`src/rtl/calculator_simulation_ver.sv`:
```
// Four-digit BCD calculator with multiplexed seven-segment display.
// Two 2-digit operands are entered with per-digit increment keys; an op key
// selects add, absolute difference, multiply, divide or an operand readout.
// The selected result is shown in decimal on four time-multiplexed digits.
module calculator_simulation_ver #(
  parameter int REFRESH_BITS = 17
) (
  input  logic        clk,
  input  logic        resetButton,
  input  logic [8:0]  buttons,
  output logic [7:0]  ss,
  output logic [3:0]  enables,
  output logic [13:0] result,
  output logic [7:0]  number1,
  output logic [7:0]  number2
);

  typedef enum logic [2:0] {
    MODE_SHOW,
    MODE_ADD,
    MODE_SUB,
    MODE_MUL,
    MODE_DIV
  } mode_t;

  // digit_q[0] = D1 (number2 ones) ... digit_q[3] = D4 (number1 tens)
  logic [3:0]              digit_q [4];
  logic [3:0]              digit_d [4];
  logic [3:0]              btn_prev_q;
  logic                    armed_q;
  mode_t                   mode_q;
  mode_t                   mode_d;
  logic [REFRESH_BITS-1:0] refresh_q;

  logic [3:0]  digit_rise;
  logic        neg;
  logic [1:0]  slot;
  logic [13:0] q10;
  logic [13:0] q100;
  logic [13:0] q1000;
  logic [13:0] rem_ones;
  logic [13:0] rem_tens;
  logic [13:0] rem_hund;
  logic [13:0] rem_thou;
  logic [3:0]  disp_digit;

  // Rising edges on digit keys. The first cycle after reset only loads the
  // history, so a key already held when reset releases is not a new press.
  assign digit_rise = buttons[3:0] & ~btn_prev_q & {4{armed_q}};

  // Each digit wraps 9 -> 0 on its own key edge, independently of the others.
  genvar gi;
  generate
    for (gi = 0; gi < 4; gi++) begin : g_digit
      // Next value of one BCD digit
      always_comb begin
        digit_d[gi] = digit_q[gi];
        if (digit_rise[gi]) begin
          digit_d[gi] = (digit_q[gi] == 4'd9) ? 4'd0 : digit_q[gi] + 4'd1;
        end
      end
    end
  endgenerate

  // Mode selection: level-sensitive op keys, lowest index has priority
  always_comb begin
    mode_d = mode_q;
    if (buttons[4])      mode_d = MODE_ADD;
    else if (buttons[5]) mode_d = MODE_SUB;
    else if (buttons[6]) mode_d = MODE_MUL;
    else if (buttons[7]) mode_d = MODE_DIV;
    else if (buttons[8]) mode_d = MODE_SHOW;
  end

  // State registers: digits, mode, key history, arm flag and refresh counter
  always_ff @(posedge clk or negedge resetButton) begin
    if (!resetButton) begin
      for (int i = 0; i < 4; i++) digit_q[i] <= 4'd0;
      mode_q     <= MODE_SHOW;
      btn_prev_q <= 4'd0;
      armed_q    <= 1'b0;
      refresh_q  <= '0;
    end else begin
      for (int i = 0; i < 4; i++) digit_q[i] <= digit_d[i];
      mode_q     <= mode_d;
      btn_prev_q <= buttons[3:0];
      armed_q    <= 1'b1;
      refresh_q  <= refresh_q + 1'b1;
    end
  end

  assign number1 = {4'd0, digit_q[3]} * 8'd10 + {4'd0, digit_q[2]};
  assign number2 = {4'd0, digit_q[1]} * 8'd10 + {4'd0, digit_q[0]};
  assign neg     = (mode_q == MODE_SUB) && (number1 < number2);

  // Arithmetic result for the current mode; divide by zero yields 0
  always_comb begin
    result = 14'd0;
    case (mode_q)
      MODE_ADD:  result = {6'd0, number1} + {6'd0, number2};
      MODE_SUB:  result = neg ? {6'd0, number2 - number1}
                              : {6'd0, number1 - number2};
      MODE_MUL:  result = {6'd0, number1} * {6'd0, number2};
      MODE_DIV:  result = (number2 == 8'd0) ? 14'd0
                                            : {6'd0, number1 / number2};
      default:   result = {6'd0, number1} * 14'd100 + {6'd0, number2};
    endcase
  end

  // Decimal digit extraction of the result (leading zeros kept)
  always_comb begin
    q10      = result / 14'd10;
    q100     = result / 14'd100;
    q1000    = result / 14'd1000;
    rem_ones = result - q10 * 14'd10;
    rem_tens = q10 - q100 * 14'd10;
    rem_hund = q100 - q1000 * 14'd10;
    rem_thou = q1000 % 14'd10;
  end

  assign slot = refresh_q[REFRESH_BITS-1 -: 2];

  // Active-low {dp,g,f,e,d,c,b,a} pattern for a decimal digit
  function automatic logic [7:0] seg7(input logic [3:0] d);
    case (d)
      4'd0:    seg7 = 8'b1100_0000;
      4'd1:    seg7 = 8'b1111_1001;
      4'd2:    seg7 = 8'b1010_0100;
      4'd3:    seg7 = 8'b1011_0000;
      4'd4:    seg7 = 8'b1001_1001;
      4'd5:    seg7 = 8'b1001_0010;
      4'd6:    seg7 = 8'b1000_0010;
      4'd7:    seg7 = 8'b1111_1000;
      4'd8:    seg7 = 8'b1000_0000;
      4'd9:    seg7 = 8'b1001_0000;
      default: seg7 = 8'b1111_1111;
    endcase
  endfunction

  // Display multiplexer: one anode per slot, minus sign replaces thousands
  always_comb begin
    enables = ~(4'b0001 << slot);
    case (slot)
      2'd0:    disp_digit = rem_ones[3:0];
      2'd1:    disp_digit = rem_tens[3:0];
      2'd2:    disp_digit = rem_hund[3:0];
      default: disp_digit = rem_thou[3:0];
    endcase
    ss = seg7(disp_digit);
    if (slot == 2'd3 && neg) ss = 8'b1011_1111;
  end

endmodule

```
`config.mk`:
```
export PLATFORM = sky130hd
export DESIGN_NAME = calculator_simulation_ver
export DESIGN_NICKNAME = d
export VERILOG_FILES = /design/src/rtl/calculator_simulation_ver.sv
export SDC_FILE = /design/constraint.sdc
export NUM_CORES = 1
export LEC_CHECK = 0
export CAP_MARGIN = 20
export CORE_MARGIN = 4
export CORE_UTILIZATION = 28
export CTS_BUF_LIST = sky130_fd_sc_hd__clkbuf_8
export CTS_CLUSTER_SIZE = 12
export DETAILED_ROUTE_END_ITERATION = 6
export PLACE_DENSITY = 0.43
export SETUP_SLACK_MARGIN = 0.4
export SYNTH_ARGS = -nofsm -noshare
export SYNTH_HDL_FRONTEND = slang
export SYNTH_SLANG_ARGS = --single-unit
export TNS_END_PERCENT = 50
```
`constraint.sdc`:
```
create_clock -name clk -period 21.1 [get_ports clk]
set_input_delay 4.22 -clock clk [delete_from_list [all_inputs] [get_ports clk]]
set_output_delay 4.22 -clock clk [all_outputs]
set_load 0.005 [all_outputs]
```
==> impl_metrics.tcl <==
set metrics [dict create \
    synth.area.top_cells "ha_1 16%, dfrtp_1 8.4%, fa_1 8.1%" \
    antennaDiodeCount 0 \
    setup_slack_ns 0.952 \
    cpMostUsedCell "o21a_1" \
    hold_viol 0 \
    fmax_mhz 49.6 \
    worstMarginPinSlew_ns 0.965 \
    ant_nets 0 \
    clk_pin_slew_worst_paths_ns 0.09 \
    final-setup-viol-count 0 \
    postSynthCellCount 1593 \
    rsz0062_at_grt "true" \
    grt.total_usage 0.174 \
    cpMaxStageDelayCell "fa_1" \
    grt_overflow 0 \
    place_ws_ns -0.147 \
    synth-main-ff-cell "dfrtp_1" \
    drv_cap 0 \
    async_reset_ff_frac 1.00 \
    clock_latency_ns 0.33 \
    cp-start-kind "flip-flop" \
    avgSynthCellArea_um2 7.64 \
    port_buffers 51 \
    drt-met1-wl_mm 19.9 \
    dr.pass1.iters 5 \
    synthToLayoutAreaGrowth_pct 17.5 \
    vias 12100 \
    drc_errors 0 \
    place_hpwl_mm 33.0 \
    status "finished, final reports clean" \
    grt_max_degree 42 \
    yosysWarnings 0 \
    worstPathMaxFanout 6 \
    drt_iter0_markers 885 \
    gp_congestion 0.870 \
    yosys-top-cells-count "156 x ha_1, 142 x nand2_1, 141 x nor2_1" \
    avgViaCountPerCell 5.35 \
    dr_wl_met2_mm 19.7 \
    nFillCells 4619 \
    maxSlewHeadroom 0.348 \
    synth-edff-count 0 \
    top_layer "met4" \
    holdWs_ns 0.469 \
    ys_seq_area_frac 0.0843 \
    required_ns 16.88 \
    path_class "reg2out" \
    drive_gt1_frac 0.140 \
    ctsHoldBuffers 0 \
    syn-cell-area_um2 12200 \
    grt_pass1_vias 11900 \
    synthDistinctLibCells 111 \
    finClkSkew_ns 0.0141 \
    yosys.area.top_type "ha_1" \
    antenna_found_initial 0 \
    endpoint_kind "output pin" \
    cts_tree "built" \
    crit_buf_inv 7 \
    clockBufferDepth 2 \
    cp_top_family "compound AO/OA/AOI/OAI gates" \
    die_h_um 217 \
    fp.coreArea_um2 43000 \
    critical_path_arrival_ns 15.93 \
    avgRoutedWirePerCell_um 18.5 \
    final-max-slew-violation-count 0 \
    post-route-period-util 0.955 \
    clock-sinks 41 \
    period_minus_slack_ns 20.15 \
    die_area_um2 46900 \
    grt_pass1_wl_mm 66.8 \
    rows 76 \
    wl_met3_mm 1.57 \
    cts-root-buf "clkbuf_8" \
    wl_mm 42.0 \
    hold_class "reg2reg" \
    cts_max_level 2 \
    cp_slowest_stage_delay_ns 0.53 \
    ios 53 \
    synth_most_common_cell "ha_1" \
    synth.top_cell.area_share 0.160 \
    final_nets 1898 \
    ys_seq_elements 41 \
    fp.dieW_um 217 \
    cts-buffers-inserted 5 \
    initial_core_util 0.283 \
]
[through the flow]
| stage | TNS (ns) | instances | util | area (um^2) |
|---|---|---|---|---|
| after floorplan | 0 | 1594 | - | 12200 |
| after global placement | 0 | 2223 | 0.315 | 13600 |
| after detailed placement | -0.611 | 2223 | 0.315 | 13600 |
| after CTS | 0 | 2241 | 0.321 | 13800 |
| after global routing | 0 | 2267 | 0.333 | 14300 |
| final | 0 | 2267 | 0.333 | 14300 |
[kinds of logic (layout without fill, tap and decap cells)]
family	count (synthesis)	count (layout)	synth area share
other cells	1	2	0.000308
compound gates	473	473	0.282
fa+ha+maj	207	207	0.243
xor+xnor	105	105	0.0780
buf+inv	197	285	0.0637
mux	47	47	0.0404
flops	41	41	0.0843
simple gates	522	522	0.209
[what timing repair did]
action | in CTS | in global routing
pin swaps | 8 | 64
resized for setup | 16 | 93
buffers inserted | 11 | 26
cloned | 0 | 0
setup endpoints to repair | 7 | 7
[registers in the layout, summed over array words and instances (netlist names)]
| name | flops |
|---|---|
| armed_q | 1 |
| btn_prev_q | 4 |
| digit_q | 16 |
| mode_q | 3 |
| refresh_q | 17 |
[cell type report]
class                   count  area [um^2]  share of cell area
multi-input cells        1356        10800               0.751
clock inverters             2         35.0             0.00245
clock buffers               5         68.8             0.00481
repair buffers            140         1180              0.0822
inverters                 138          518              0.0362
well taps                 585          732              0.0512
flip-flops and latches     41         1030              0.0717
[path summary, 6_finish.rpt]
path                              start             to  slack (ns)  depth (start not counted)
setup / recovery             digit_q[3]          ss[4]        0.95                         89
hold / removal             refresh_q[6]   refresh_q[6]        0.47                          1
setup reg to reg           refresh_q[2]  refresh_q[16]       19.23                          7
hold reg to reg            refresh_q[6]   refresh_q[6]        0.47                          1
max in group asynchronous   resetButton     digit_q[1]       16.71                          2
min in group asynchronous   resetButton  refresh_q[12]        3.98                          2
[routing by layer]
| metal | track usage | vias to the layer above |
|---|---|---|
| li1 | - | 5968 |
| met1 | 0.241 | 5890 |
| met2 | 0.293 | 233 |
| met3 | 0.0203 | 42 |
| met4 | 0.0369 | 0 |
| met5 | 0 | - |
[cell usage in the layout (no fill, tap or decap), types with 11 or more instances in the layout]
cell type / n
a211oi_1: 16
a21oi_1: 81
nor3_1: 48
dfrtp_1: 41
nand4_1: 12
nor2b_1: 21
nand2b_1: 20
xnor2_1: 80
ha_1: 145
clkdlybuf4s50_1: 43
mux2i_1: 31
a21o_1: 26
buf_4: 85
o31ai_1: 12
nor2_1: 136
nor4_1: 11
o21ai_1: 17
or3_1: 15
nand2_1: 138
inv_1: 131
o21ai_0: 61
o21a_1: 28
and2_1: 13
a31oi_1: 15
o211ai_1: 22
nand3_1: 38
fa_1: 48
a22oi_1: 12
xor2_1: 20
o21bai_1: 12
Power is left out: the tool's default activity adds up to more than one toggle a clock period on the data nets, which glitch-free logic cannot reach.
